--- config.mk ---
export PLATFORM = sky130hd
export DESIGN_NAME = gcd_engine
export DESIGN_NICKNAME = d
export VERILOG_FILES = /design/src/rtl/gcd_pkg.sv /design/src/rtl/gcd_step.sv /design/src/rtl/gcd_engine.sv
export SDC_FILE = /design/constraint.sdc
export NUM_CORES = 1
export LEC_CHECK = 0
export ABC_CLOCK_PERIOD_IN_PS = 6100
export BUFFER_PORTS_ARGS = -buffer_cell sky130_fd_sc_hd__buf_2
export CORE_ASPECT_RATIO = 0.75
export CORE_UTILIZATION = 62
export DETAILED_ROUTE_END_ITERATION = 6
export PLACE_DENSITY = 0.94
export SYNTH_ARGS = -nofsm -noshare
export SYNTH_HDL_FRONTEND = slang
export SYNTH_SLANG_ARGS = --single-unit
--- constraint.sdc ---
create_clock -name sys_clk -period 6.1 [get_ports sys_clk]
set_input_delay 1.22 -clock sys_clk [delete_from_list [all_inputs] [get_ports sys_clk]]
set_output_delay 1.22 -clock sys_clk [all_outputs]
set_load 0.05 [all_outputs]
--- src/rtl/gcd_pkg.sv ---
// Shared definitions for the GCD engine: FSM state encoding and default operand width.
package gcd_pkg;

    localparam int GCD_DEFAULT_WIDTH = 32;

    typedef enum logic [1:0] {
        IDLE = 2'd0,
        CALC = 2'd1,
        DONE = 2'd2
    } gcd_state_t;

endpackage

--- src/rtl/gcd_step.sv ---
// One subtractive-Euclid step: compare the two working operands and reduce the larger one.
module gcd_step
    import gcd_pkg::*;
#(
    parameter int WIDTH = GCD_DEFAULT_WIDTH
) (
    input  logic [WIDTH-1:0] ra,
    input  logic [WIDTH-1:0] rb,
    output logic             eq,
    output logic             a_gt_b,
    output logic [WIDTH-1:0] next_ra,
    output logic [WIDTH-1:0] next_rb
);

    assign eq     = (ra == rb);
    assign a_gt_b = (ra > rb);

    // Only the strictly larger operand is reduced, so neither difference can wrap.
    assign next_ra = a_gt_b ? (ra - rb) : ra;
    assign next_rb = (!eq && !a_gt_b) ? (rb - ra) : rb;

endmodule

--- src/rtl/gcd_engine.sv ---
// Subtractive GCD engine with valid/ready handshakes on operand and result sides.
// Defining GCD_ITER_COUNT_EN adds the iters output (CALC steps taken by the current job).
module gcd_engine
    import gcd_pkg::*;
#(
    parameter int WIDTH = GCD_DEFAULT_WIDTH
) (
    input  logic             sys_clk,
    input  logic             sys_rst_n,
    input  logic             clr,
    input  logic             in_valid,
    output logic             in_ready,
    input  logic [WIDTH-1:0] a,
    input  logic [WIDTH-1:0] b,
    output logic             out_valid,
    input  logic             out_ready,
    output logic [WIDTH-1:0] result,
`ifdef GCD_ITER_COUNT_EN
    output logic [WIDTH-1:0] iters,
`endif
    output logic             busy
);

    gcd_state_t       state_q;
    gcd_state_t       state_d;
    logic [WIDTH-1:0] ra_q;
    logic [WIDTH-1:0] rb_q;
    logic [WIDTH-1:0] result_q;

    logic             step_eq;
    logic             step_gt;
    logic [WIDTH-1:0] step_ra;
    logic [WIDTH-1:0] step_rb;

    logic             accept;
    logic             zero_op;

    // clr wins over a handshake offered in the same cycle.
    assign accept  = (state_q == IDLE) && in_valid && !clr;
    assign zero_op = (a == '0) || (b == '0);

    gcd_step #(
        .WIDTH(WIDTH)
    ) u_step (
        .ra      (ra_q),
        .rb      (rb_q),
        .eq      (step_eq),
        .a_gt_b  (step_gt),
        .next_ra (step_ra),
        .next_rb (step_rb)
    );

    always_ff @(posedge sys_clk or negedge sys_rst_n) begin
        if (!sys_rst_n) begin
            state_q <= IDLE;
        end else begin
            state_q <= state_d;
        end
    end

    always_comb begin
        state_d = state_q;
        if (clr) begin
            state_d = IDLE;
        end else begin
            case (state_q)
                IDLE: begin
                    if (in_valid) begin
                        state_d = zero_op ? DONE : CALC;
                    end
                end
                CALC: begin
                    if (step_eq) begin
                        state_d = DONE;
                    end
                end
                DONE: begin
                    if (out_ready) begin
                        state_d = IDLE;
                    end
                end
                default: state_d = IDLE;
            endcase
        end
    end

    // A zero operand short-circuits straight to the result register.
    always_ff @(posedge sys_clk or negedge sys_rst_n) begin
        if (!sys_rst_n) begin
            ra_q     <= '0;
            rb_q     <= '0;
            result_q <= '0;
        end else if (!clr) begin
            if (accept) begin
                if (zero_op) begin
                    result_q <= a | b;
                end else begin
                    ra_q <= a;
                    rb_q <= b;
                end
            end else if (state_q == CALC) begin
                if (step_eq) begin
                    result_q <= ra_q;
                end else if (step_gt) begin
                    ra_q <= step_ra;
                end else begin
                    rb_q <= step_rb;
                end
            end
        end
    end

`ifdef GCD_ITER_COUNT_EN
    logic [WIDTH-1:0] iters_q;

    always_ff @(posedge sys_clk or negedge sys_rst_n) begin
        if (!sys_rst_n) begin
            iters_q <= '0;
        end else if (clr || accept) begin
            iters_q <= '0;
        end else if ((state_q == CALC) && (iters_q != '1)) begin
            iters_q <= iters_q + 1'b1;
        end
    end

    assign iters = iters_q;
`endif

    assign in_ready  = (state_q == IDLE);
    assign out_valid = (state_q == DONE);
    assign busy      = (state_q != IDLE);
    assign result    = result_q;

endmodule

==> metrics.txt <==
Final period util=69.16%; Netlist Area Pre-Place=0.008621 sq mm; die area=0.01439 sq mm; Setup crit start kind=primary input; CTS Buf Count=9; Post-DP HPWL=19,320 um; maximum fanout along the worst path=61; type of destination of the critical path=flop; Slew headroom=20.40%; drt first-iter violations=1,053; Total GRT Usage=between 30% and 40%; share of cells above drive strength 1=12.37%; failing checks=DRC; endpoints failing hold=0; Synth Flop Type=dfrtp_1; fmax=237.0 MHz; Yosys reg bits=98; worst-path cell chain=buf_2 > nor4_1 > nand4_1 > o22ai_1 > or3b_2 > a211oi_2 > and3_2 > o211ai_1 > o32ai_1; port buffer count=roughly 100; CTS tree=built; setup_tns=0 ps; die width=approximately 140 um; cells after synthesis=1,109; CTS sink cnt=98; Setup CP Type=primary input to flop; # DRC=14; H-tree Lvls=3; Post-synth top cells=o21ai_0, inv_1, nand2_1; Yosys warning count=0; EDFF count, synth=0; antenna viol nets, final=0; RSZ-0062 raised after global routing=false; setup violators final=0; top-area cell type share of the netlist area=28.45%; Largest stage delay, worst path=1110 ps; DR vias/cell=6.670; WP data arrival=4460 ps; cts hold-fix bufs=0; Syn Nets=1,243; drt first pass iters=7; Final Max Slew Viols=0; GPL Wtd Cong=roughly 1; WP data required=around 6400 ps; global-route wire length before repair=42,320 um; worst slew pin tran=1194 ps; Slowest cell on crit path=and3_2; status=finished with violations; Netlist cell types=70; nets=1,293; Post-CTS Setup Bufs=0; Clk Latency, worst-skew pair=360 ps; Rows=36; Die Y=roughly 100 um; WL per Instance=roughly 20 um; antenna violations before repair=0; largest net degree at the start of global routing=80; Hold Crit Class=flop to flop; post-synth top area cell=dfrtp_1; Routed WL=26,220 um; vias in the first global route=about 8,200; syn_area_per_cell=7.773 sq um; min Tclk post-route=4219 ps; top post-synthesis cells by area=dfrtp_1, ha_1, o21ai_0, a21oi_1, inv_1; clk slew on worst S/H paths=70 ps; maxcap violations=0; I/O Pins=104; most frequent cell after synthesis=o21ai_0; asr flop ratio synth=100.0%; total global routing overflow=0; Initial Utilization=64.88%; core area=0.01329 sq mm; diode count=0; worst reg-to-reg setup slack=1920 ps; via count=just under 9,000; sequential share of the synthesized area=around 28%; clk_skew=roughly 8.3 ps; CTS Root Cell=clkbuf_16; clk buf depth=2; Area Growth Syn to Fin=8.984%; post-cts sizing count=0
[sequential cells by signal (all words and copies together) (netlist names)]
signal and flops:
state_q 2, ra_q 32, result 32, rb_q 32
[cell type report]
type                            count  area, sq um
Tap cell                          171        214.0
Timing Repair Buffer              110        570.5
Clock inverter                      5        86.33
Multi-Input combinational cell    834         5441
Fill cell                        1061         3892
Clock buffer                       11        232.7
Sequential cell                    98         2452
Inverter                          106        397.9
[cell usage in the layout (no fill, tap or decap), types with 4 or more instances in the layout]
master	count
xor2_1	15
inv_1	106
o31a_1	5
clkbuf_16	9
o21ai_1	5
a21o_1	28
buf_4	8
o21bai_1	7
nor4_1	23
ha_1	63
nor3_1	13
nor2_1	76
o21a_1	11
a21oi_1	84
buf_2	102
a211oi_1	25
o211ai_1	40
a31oi_1	19
dfrtp_1	98
nand2_1	100
xnor2_1	27
and4_1	4
o221ai_1	5
or2_2	5
nand3_1	11
nor3b_1	6
nand4_1	20
nor2b_1	6
nand2b_1	10
o21ai_0	119
mux2i_1	20
or3_1	38
[cell families after synthesis]
| kind of cell | synth area share, % |
|---|---|
| buffers and inverters | 8.607 |
| AND/OR/NAND/NOR | 18.69 |
| multiplexers | 2.583 |
| XOR/XNOR | 4.267 |
| adder cells (fa/ha/maj) | 9.608 |
| AO/OA/AOI/OAI | 27.79 |
| flip-flops | 28.45 |
[worst paths after layout]
kind                                      start  depth (start not counted)                   end
setup / recovery                          b[23]                          9  ra_q[25]$_DFFE_PN0P_
hold / removal             rb_q[31]$_DFFE_PN0P_                          2  rb_q[31]$_DFFE_PN0P_
setup reg to reg           ra_q[21]$_DFFE_PN0P_                          9  ra_q[25]$_DFFE_PN0P_
hold reg to reg            rb_q[31]$_DFFE_PN0P_                          2  rb_q[31]$_DFFE_PN0P_
max in group asynchronous             sys_rst_n                          2  ra_q[15]$_DFFE_PN0P_
min in group asynchronous             sys_rst_n                          1  ra_q[13]$_DFFE_PN0P_
[critical path, delay by kind of cell]
kind,cells,cell delay (ps)
AO/OA/AOI/OAI,4,1220
AND/OR/NAND/NOR,4,1890
buffers and inverters,1,110
[layer usage]
layer,share of wire (%),wire (um),global-route usage [%],up-vias
li1,-,-,-,4050
met1,44,11570,54.01,4185
met2,42,10910,53.02,604
met3,12,3180,7.965,66
met4,2.2,566,10.75,0
met5,0,0,0,-
[stage by stage]
| step | cells | area, sq um | utilization (%) | setup WS (ps) | hold WS [ps] |
|---|---|---|---|---|---|
| 2_1_floorplan | 1109 | 8621 | - | 2723 | 443.2 |
| 3_3_place_gp | 1319 | 9076 | 68.31 | 1895 | 461.2 |
| 3_5_place_dp | 1319 | 9076 | 68.31 | 1679 | 468.0 |
| 4_1_cts | 1335 | 9395 | 70.71 | 2013 | 485.0 |
| 5_1_grt | 1335 | 9395 | 70.71 | 1617 | 500.1 |
| 6_report | 1335 | 9395 | 70.71 | 1881 | 483.0 |
Power is not shown: default switching activity piles up to over one toggle a cycle in this logic, so the estimate is an artifact.
